### src/rtl/peak_sync.sv
// peak_sync: periodic correlation-peak synchroniser.
// Watches a stream of unsigned correlation values, finds peaks at or above
// THRESH, confirms LOCK_N consecutive peaks spaced PERIOD clocks apart, then
// tracks the expected peak position and drops lock after LOSS_N consecutive
// missing peaks.
// Optional build macro: PEAK_SYNC_STATS_EN adds the saturating counters
// peak_cnt (hit edges) and loss_cnt (LOCKED -> SEARCH transitions).
module peak_sync #(
    parameter int PERIOD = 31,
    parameter int THRESH = 56,
    parameter int LOCK_N = 3,
    parameter int LOSS_N = 2
) (
    input  logic        clk,
    input  logic        rst,
    input  logic [7:0]  data,
    output logic        peak,
    output logic        sync,
    output logic        locked,
    output logic [4:0]  phase,
    output logic [1:0]  state
`ifdef PEAK_SYNC_STATS_EN
    ,
    output logic [15:0] peak_cnt,
    output logic [15:0] loss_cnt
`endif
);

    typedef enum logic [1:0] {
        ST_SEARCH = 2'd0,
        ST_VERIFY = 2'd1,
        ST_LOCKED = 2'd2
    } state_t;

    localparam logic [4:0] PHASE_LAST = 5'(PERIOD - 1);
    localparam logic [7:0] THRESH_V   = 8'(THRESH);
    localparam logic [3:0] LOCK_V     = 4'(LOCK_N);
    localparam logic [3:0] LOSS_V     = 4'(LOSS_N);

    state_t      r_state;
    logic [4:0]  r_phase;
    logic [3:0]  r_hits;
    logic [3:0]  r_miss;
    logic        r_peak;
    logic        r_sync;
    logic        r_locked;

    logic        w_hit;
    logic        w_exp;
    logic [4:0]  w_phase_inc;
    logic [3:0]  w_hits_inc;
    logic [3:0]  w_miss_inc;
    logic        w_loss;

    assign w_hit       = (data >= THRESH_V);
    assign w_exp       = (r_phase == PHASE_LAST);
    assign w_phase_inc = w_exp ? 5'd0 : r_phase + 5'd1;
    assign w_hits_inc  = r_hits + 4'd1;
    assign w_miss_inc  = r_miss + 4'd1;
    // The expected peak is missing for the LOSS_N-th time in a row.
    assign w_loss      = (r_state == ST_LOCKED) && w_exp && !w_hit && (w_miss_inc == LOSS_V);

    // Acquisition / tracking FSM with all outputs registered alongside the state.
    always_ff @(posedge clk) begin
        if (rst) begin
            r_state  <= ST_SEARCH;
            r_phase  <= 5'd0;
            r_hits   <= 4'd0;
            r_miss   <= 4'd0;
            r_peak   <= 1'b0;
            r_sync   <= 1'b0;
            r_locked <= 1'b0;
        end else begin
            r_peak  <= w_hit;
            r_sync  <= 1'b0;
            r_phase <= w_phase_inc;
            case (r_state)
                ST_SEARCH: begin
                    if (w_hit) begin
                        r_state <= ST_VERIFY;
                        r_phase <= 5'd0;
                        r_hits  <= 4'd1;
                    end
                end
                ST_VERIFY: begin
                    if (w_hit && w_exp) begin
                        r_hits <= w_hits_inc;
                        if (w_hits_inc == LOCK_V) begin
                            r_state  <= ST_LOCKED;
                            r_locked <= 1'b1;
                            r_miss   <= 4'd0;
                        end
                    end else if (w_exp) begin
                        r_state <= ST_SEARCH;
                        r_hits  <= 4'd0;
                    end else if (w_hit) begin
                        // Off-period peak: it becomes the new reference.
                        r_phase <= 5'd0;
                        r_hits  <= 4'd1;
                    end
                end
                ST_LOCKED: begin
                    // Off-period peaks are ignored here; only the expected slot matters.
                    if (w_exp) begin
                        if (w_hit) begin
                            r_sync <= 1'b1;
                            r_miss <= 4'd0;
                        end else if (w_miss_inc == LOSS_V) begin
                            r_state  <= ST_SEARCH;
                            r_locked <= 1'b0;
                            r_hits   <= 4'd0;
                            r_miss   <= 4'd0;
                        end else begin
                            r_miss <= w_miss_inc;
                        end
                    end
                end
                default: begin
                    r_state  <= ST_SEARCH;
                    r_locked <= 1'b0;
                    r_hits   <= 4'd0;
                    r_miss   <= 4'd0;
                end
            endcase
        end
    end

    assign peak   = r_peak;
    assign sync   = r_sync;
    assign locked = r_locked;
    assign phase  = r_phase;
    assign state  = r_state;

`ifdef PEAK_SYNC_STATS_EN
    logic [15:0] r_peak_cnt;
    logic [15:0] r_loss_cnt;

    // Saturating event counters for peaks seen and locks lost.
    always_ff @(posedge clk) begin
        if (rst) begin
            r_peak_cnt <= 16'd0;
            r_loss_cnt <= 16'd0;
        end else begin
            if (w_hit && (r_peak_cnt != 16'hFFFF)) begin
                r_peak_cnt <= r_peak_cnt + 16'd1;
            end
            if (w_loss && (r_loss_cnt != 16'hFFFF)) begin
                r_loss_cnt <= r_loss_cnt + 16'd1;
            end
        end
    end

    assign peak_cnt = r_peak_cnt;
    assign loss_cnt = r_loss_cnt;
`endif

endmodule

### config.mk
export PLATFORM = sky130hd
export DESIGN_NAME = peak_sync
export DESIGN_NICKNAME = d
export VERILOG_FILES = /design/src/rtl/peak_sync.sv
export SDC_FILE = /design/constraint.sdc
export NUM_CORES = 1
export LEC_CHECK = 0
export CAP_MARGIN = 20
export CORE_ASPECT_RATIO = 1.5
export CORE_MARGIN = 2
export CORE_UTILIZATION = 50
export CTS_CLUSTER_SIZE = 10
export DETAILED_ROUTE_END_ITERATION = 12
export GPL_TIMING_DRIVEN = 0
export HOLD_SLACK_MARGIN = 0.06
export PLACE_DENSITY = 0.87
export SLEW_MARGIN = 30
export SYNTH_ARGS = -nofsm -noshare
export SYNTH_HDL_FRONTEND = slang
export SYNTH_SLANG_ARGS = --single-unit
### constraint.sdc
create_clock -name clk -period 2.25 [get_ports clk]
set_input_delay 0.225 -clock clk [delete_from_list [all_inputs] [get_ports clk]]
set_output_delay 0.225 -clock clk [all_outputs]
set_load 0.01 [all_outputs]
==> impl_metrics.py, run 1 <==
metrics = {
    "outcome": {
        "outcome": "finished, final reports clean",
    },
    "worst_setup_path": {
        "critPathRequiredTime_ps": 2500,
        "crit_family": "compound AO/OA/AOI/OAI gates",
        "start_kind": "flip-flop",
        "arrival_ps": 2050,
        "critPathCaptureType": "flip-flop",
        "cpPeakStageDelay_ps": 430,
        "cp_max_fo": 8,
        "crit_type": "reg -> reg",
        "r2r-start": "phase[0]$_SDFF_PP0_",
        "cp_slowest_cell": "dfxtp_1",
        "cp_num_buf_inv": 2,
        "path_cells": "inv_1 -> ha_1 -> and4_1 -> clkbuf_1 -> a211oi_2 -> o21ai_1 -> o21ai_1",
        "startpoint": "phase[0]$_SDFF_PP0_",
        "crit_top_cell": "o21ai_1",
    },
    "sta": {
        "slew_viol_final": 0,
        "rsz0062_at_grt": "no",
        "fmax_mhz": 555,
        "report.final.setup_viol": 0,
        "worstMarginPinSlew_ps": 437,
        "maxSlewHeadroom": 0.706,
        "finalCritPeriodShare": 0.800,
        "hold_viol": 0,
        "fin_crit_ps": 1800,
        "fin_worst_skew_ps": 4.66,
        "hold_slack_ps": 511,
        "fin_setup_tns_ps": 0,
    },
    "worst_hold_path": {
        "hold_path.startpoint": "phase[0]$_SDFF_PP0_",
        "worstHoldPathType": "reg -> reg",
    },
    "clock_tree": {
        "postCtsSetupRepairBufs": 0,
        "clock-root-buffer": "clkbuf_4",
        "cts.sinks": 18,
        "ctsResizeCount": 0,
        "htreeDepth": 1,
        "clock_latency_ps": 310,
        "tritoncts": "built",
        "cts_buffers": 3,
        "clockBufferDepth": 2,
        "clkSlewWorstSetupHoldPaths_ps": 100,
        "hold_buffers": 0,
    },
    "logic_synthesis": {
        "synth-edff-count": 0,
        "syn-num-nets": 142,
        "ys.flop_type": "dfxtp_1",
        "synth_top_area_cell": "dfxtp_1",
        "synth_top_area_frac": 0.342,
        "synthArstFlopShare": 0,
        "ys_seq_area_frac": 0.342,
        "synth_area_per_cell_sq_um": 8.37,
        "syn_area_sq_um": 1050,
        "yosysWarnings": 0,
        "synth_seq_cells": 18,
        "syn-instance-count": 126,
        "yosys-top-cells-area": "dfxtp_1 (34%), ha_1 (7.1%), nor2_1 (4.3%), nor2_2 (3.6%), nand3_1 (3.3%)",
        "netlist-cell-type-count": 47,
    },
    "floorplanning": {
        "die_h_microns": 60.3,
        "io_pins": 20,
        "coreArea_sq_um": 2000,
        "row_count": 20,
        "die_area_sq_um": 2500,
        "die_w_microns": 41.5,
        "start_util": 0.527,
    },
    "grt": {
        "grt_pass1_vias": 1053,
        "antenna_found_initial": 0,
        "grt_usage": 0.235,
        "grt_pass1_wl_mm": 4.43,
        "grt_max_degree": 11,
        "overflow": 0,
    },
    "routing": {
        "routed_wl_mm": 2.56,
        "drc": 0,
        "num_vias": 1055,
        "first_pass_iters": 4,
        "avgRoutedWirePerCell_microns": 15.4,
        "ant_nets": 0,
        "vias_per_cell": 6.32,
        "drtIter0Drc": 50,
    },
    "placed_design": {
        "placed_area_sq_um": 1240,
        "portBuffers": 16,
        "gp_congestion": 0.893,
        "hpwl_mm": 1.96,
    },
    "power_and_ir_drop": {
        "powerDensity_nw_per_um2": 434,
        "leakage_uw": 0.000413,
        "max-vdd-ir-drop_v": 0.000406,
    },
    "finish": {
        "fin_nets": 163,
        "syn_to_final_growth_pct": 19.9,
        "area.sequential_sq_um": 360,
        "drive_gt1_frac": 0.131,
        "antenna_cells": 0,
        "postLayoutCellArea_sq_um": 1260,
        "multiInputGateArea_sq_um": 649,
        "mostFrequentLayoutCell": "dfxtp_1",
        "n_fill_cell": 181,
        "final_cell_mix": "dfxtp_1 (18), clkdlybuf4s50_1 (16), nor2_1 (12)",
    },
    "run": {
        "drv_cap": 0,
    },
}
power breakdown:
group | switching (uW) | total [uW] | leakage [uW] | internal [uW]
combinational | 28.6 | 56.3 | 0.000253 | 27.7
clock | 100 | 163 | 0.0000138 | 62.7
sequential | 7.43 | 331 | 0.000146 | 323
total | 136 | 550 | 0.000413 | 414
path summary, 6_finish.rpt:
check,to,depth (start not counted),slack [ps]
worst min-delay path,phase[0]$_SDFF_PP0_,1,510
worst min register to register,phase[0]$_SDFF_PP0_,1,510
worst max-delay path,r_hits[3]$_SDFFE_PP0P_,7,450
worst max register to register,r_hits[3]$_SDFFE_PP0P_,7,450
synthesized netlist by cell type, types with 2 or more instances:
master and n:
nand3_1 7, clkbuf_1 3, nor3_1 4, a21oi_1 4
ha_1 6, a31oi_1 2, nand4_1 3, nand2b_1 3
nor2_2 6, o21ai_1 6, nor2_1 12, nand3b_1 2
nand2_1 9, xor2_1 3, nor4_1 2, inv_1 5
o21ai_0 2, dfxtp_1 18
state kept, by name (all words and copies together), names as in the netlist:
register	count
state	2
r_miss	4
phase	5
sync	1
locked	1
peak	1
r_hits	4
metrics by stage:
| stage | power, uW | cells | setup slack, ps | util |
|---|---|---|---|---|
| 3_5_place_dp | 394 | 164 | 364 | 0.621 |
| 3_3_place_gp | 391 | 164 | 426 | 0.621 |
| 5_1_grt | 566 | 167 | 283 | 0.632 |
| 4_1_cts | 552 | 167 | 443 | 0.632 |
| 6_report | 550 | 167 | 450 | 0.632 |
| 2_1_floorplan | 364 | 126 | 642 | - |
final cells by class:
| type | instances | share of cell area |
|---|---|---|
| Buffer | 4 | 0.0178 |
| Multi-Input combinational cell | 98 | 0.513 |
| Inverter | 6 | 0.0178 |
| Tap cell | 22 | 0.0218 |
| Clock buffer | 3 | 0.0178 |
| Timing Repair Buffer | 16 | 0.127 |
| Sequential cell | 18 | 0.285 |
metal layers:
| layer | track usage | share of wire | wire, microns |
|---|---|---|---|
| met1 | 0.224 | 0.35 | 901 |
| met2 | 0.426 | 0.54 | 1380 |
| met3 | 0.0544 | 0.075 | 193 |
| met4 | 0.189 | 0.034 | 88 |
| met5 | 0 | 0 | 0 |
worst reg2reg max path, delay by kind of cell (launching register included):
kind,cells,cell delay [ps]
and+or+nand+nor,1,190
DFF,1,430
adders and majority gates,1,210
AOI/OAI and AO/OA,3,640
buffers and inverters,2,270
cells by family after synthesis:
group	Yosys count	synth area share
multiplexers	1	0.00949
adder cells (fa/ha/maj)	6	0.0712
flip-flops	18	0.342
buffers and inverters	10	0.0427
XOR/XNOR	4	0.0332
AND/OR/NAND/NOR	58	0.304
AO/OA/AOI/OAI	29	0.198
(Power assumes the default switching activity.)
==> run 2: changes to the inputs <==
- clock period: 2.25 -> 1.7 ns (I/O delays scaled with it)
==> run 2 against run 1 <==
  * Via count is 1.4% higher
  * Wire length increased by 7.2%
  * Clock skew is essentially flat
  * Worst setup slack worse by 390 ps
  * First-iteration DRC count grew 48%
  * Utilization increased by 3.4 points
  * Hold slack lost 37 ps
  * Critical endpoint is now state[0]
  * Largest power group unchanged
==> impl_metrics.py, run 2 (synthesis results as in run 1) <==
metrics = {
    "outcome": {
        "outcome": "finished, final reports clean",
    },
    "worst_setup_path": {
        "cpPeakStageDelay_ps": 610,
        "start_kind": "flip-flop",
        "reg2regPathDepth": 6,
        "path_cells": "clkdlybuf4s50_1",
        "startpoint": "state[0]$_SDFFE_PP0P_",
        "critPathRequiredTime_ps": 1530,
        "arrival_ps": 1470,
        "critPathCaptureType": "primary output",
        "r2r-start": "r_miss[0]$_SDFFE_PP0P_",
        "crit_family": "buffers and inverters",
        "crit_end": "state[0]",
        "crit_cells": 1,
        "cp_slowest_cell": "clkdlybuf4s50_1",
        "r2r-end": "locked$_SDFFE_PP0P_",
        "cp_num_buf_inv": 1,
        "cp_max_fo": 8,
        "crit_type": "reg -> out",
        "rrSetupSlack_ps": 70,
    },
    "finish": {
        "syn_to_final_growth_pct": 26.5,
        "drive_gt1_frac": 0.226,
        "mostFrequentLayoutCell": "clkdlybuf4s50_1",
        "antenna_cells": 0,
        "final_cell_mix": "clkdlybuf4s50_1 (16), dfxtp_1 (13), nor2_1 (10)",
        "n_fill_cell": 166,
        "fin_nets": 164,
        "largest_reg_flops": 5,
        "final_util": 0.666,
        "area.sequential_sq_um": 374,
        "multiInputGateArea_sq_um": 693,
        "finalNonFillerCells": 168,
    },
    "clock_tree": {
        "cts.sinks": 18,
        "clkSlewWorstSetupHoldPaths_ps": 100,
        "clockBufferDepth": 2,
        "clock_latency_ps": 310,
        "cts_buffers": 3,
        "clock-root-buffer": "clkbuf_4",
        "htreeDepth": 1,
        "tritoncts": "built",
    },
    "worst_hold_path": {
        "worstHoldPathType": "reg -> reg",
    },
    "sta": {
        "fmax_mhz": 609,
        "hold_viol": 0,
        "rsz0062_at_grt": "yes",
        "maxSlewHeadroom": 0.705,
        "worstMarginPinSlew_ps": 443,
        "slew_viol_final": 0,
        "finalCritPeriodShare": 0.966,
        "report.final.setup_viol": 0,
        "fin_crit_ps": 1640,
        "fin_worst_skew_ps": 4.61,
    },
    "routing": {
        "vias_per_cell": 6.37,
        "routed_wl_mm": 2.75,
        "drc": 0,
        "first_pass_iters": 5,
        "num_vias": 1070,
        "avgRoutedWirePerCell_microns": 16.4,
        "drtIter0Drc": 74,
        "ant_nets": 0,
    },
    "placed_design": {
        "hpwl_mm": 1.96,
        "gp_congestion": 0.893,
        "placedCellCount": 164,
        "portBuffers": 16,
    },
    "run": {
        "drv_cap": 0,
    },
    "floorplanning": {
        "io_pins": 20,
        "die_w_microns": 41.5,
        "die_h_microns": 60.3,
        "die_area_sq_um": 2500,
        "coreArea_sq_um": 2000,
        "row_count": 20,
        "start_util": 0.527,
    },
    "power_and_ir_drop": {
        "seqPwrFrac": 0.599,
        "p_int_uw": 543,
        "p_sw_frac": 0.249,
        "leakage_uw": 0.000418,
        "p_clk_frac": 0.296,
        "p_switching_uw": 180,
        "max-vdd-ir-drop_v": 0.000531,
        "powerDensity_nw_per_um2": 542,
        "comb_power_share": 0.104,
    },
    "grt": {
        "grt_pass1_wl_mm": 4.42,
        "grt_usage": 0.234,
        "grt_max_degree": 11,
        "grt_pass1_vias": 1057,
        "antenna_found_initial": 0,
        "overflow": 0,
    },
}
run 2: how the worst min path moves through the flow:
stage | from | cells after the start | endpoint | slack, ps
after detailed placement | phase[0]$_SDFF_PP0_ | 1 | phase[0]$_SDFF_PP0_ | 490
after floorplan | rst | 2 | state[0]$_SDFFE_PP0P_ | 340
after global placement | phase[0]$_SDFF_PP0_ | 1 | phase[0]$_SDFF_PP0_ | 480
final | phase[0]$_SDFF_PP0_ | 1 | phase[0]$_SDFF_PP0_ | 470
after CTS | phase[0]$_SDFF_PP0_ | 1 | phase[0]$_SDFF_PP0_ | 470
after global routing | phase[0]$_SDFF_PP0_ | 1 | phase[0]$_SDFF_PP0_ | 480
run 2: power groups by stage:
stage	clock network [uW]	logic, uW	registers, uW
final	214	75.5	434
after detailed placement	0	73.7	447
after global routing	231	80.9	435
after floorplan	0	35.5	447
after CTS	219	74.1	438
after global placement	0	71.2	446
run 2: per-stage QoR:
| step | total power (uW) | hold slack [ps] | setup TNS, ps | setup slack [ps] | instance area (sq um) |
|---|---|---|---|---|---|
| after global routing | 746 | 484 | -162 | -63.0 | 1330 |
| final | 723 | 473 | 0 | 57.8 | 1330 |
| after floorplan | 482 | 342 | 0 | 91.7 | 1050 |
| after CTS | 730 | 468 | 0 | 2.25 | 1270 |
| after global placement | 518 | 484 | -399 | -69.4 | 1240 |
| after detailed placement | 521 | 487 | -716 | -131 | 1240 |
run 2: repair_timing:
| action | 4_1_cts | 5_1_grt |
|---|---|---|
| pin swaps | 0 | 4 |
| buffers inserted | 0 | 2 |
| cloned | 0 | 0 |
| hold buffers | 0 | 0 |
| setup endpoints to repair | 5 | 7 |
| gates resized for setup | 5 | 13 |
run 2: per-layer routing:
metal / wire length (microns) / up-vias / track usage
li1: - / 500 / -
met3: 206 / 12 / 0.0514
met1: 950 / 493 / 0.224
met2: 1480 / 65 / 0.420
met4: 108 / 0 / 0.203
met5: 0 / - / 0
run 2: layout make-up:
cell class / count / area share
buffer: 3 / 0.0141
inverter: 6 / 0.0169
tap: 22 / 0.0206
timing repair buffer: 18 / 0.131
sequential: 18 / 0.280
clock buffer: 3 / 0.0169
multi-input combinational: 98 / 0.520
==> run 3: changes to the inputs <==
- SLEW_MARGIN: 30 -> 20
==> results of run 3 <==
Same layout as run 2: the final DEF is identical, and so are final timing and power.
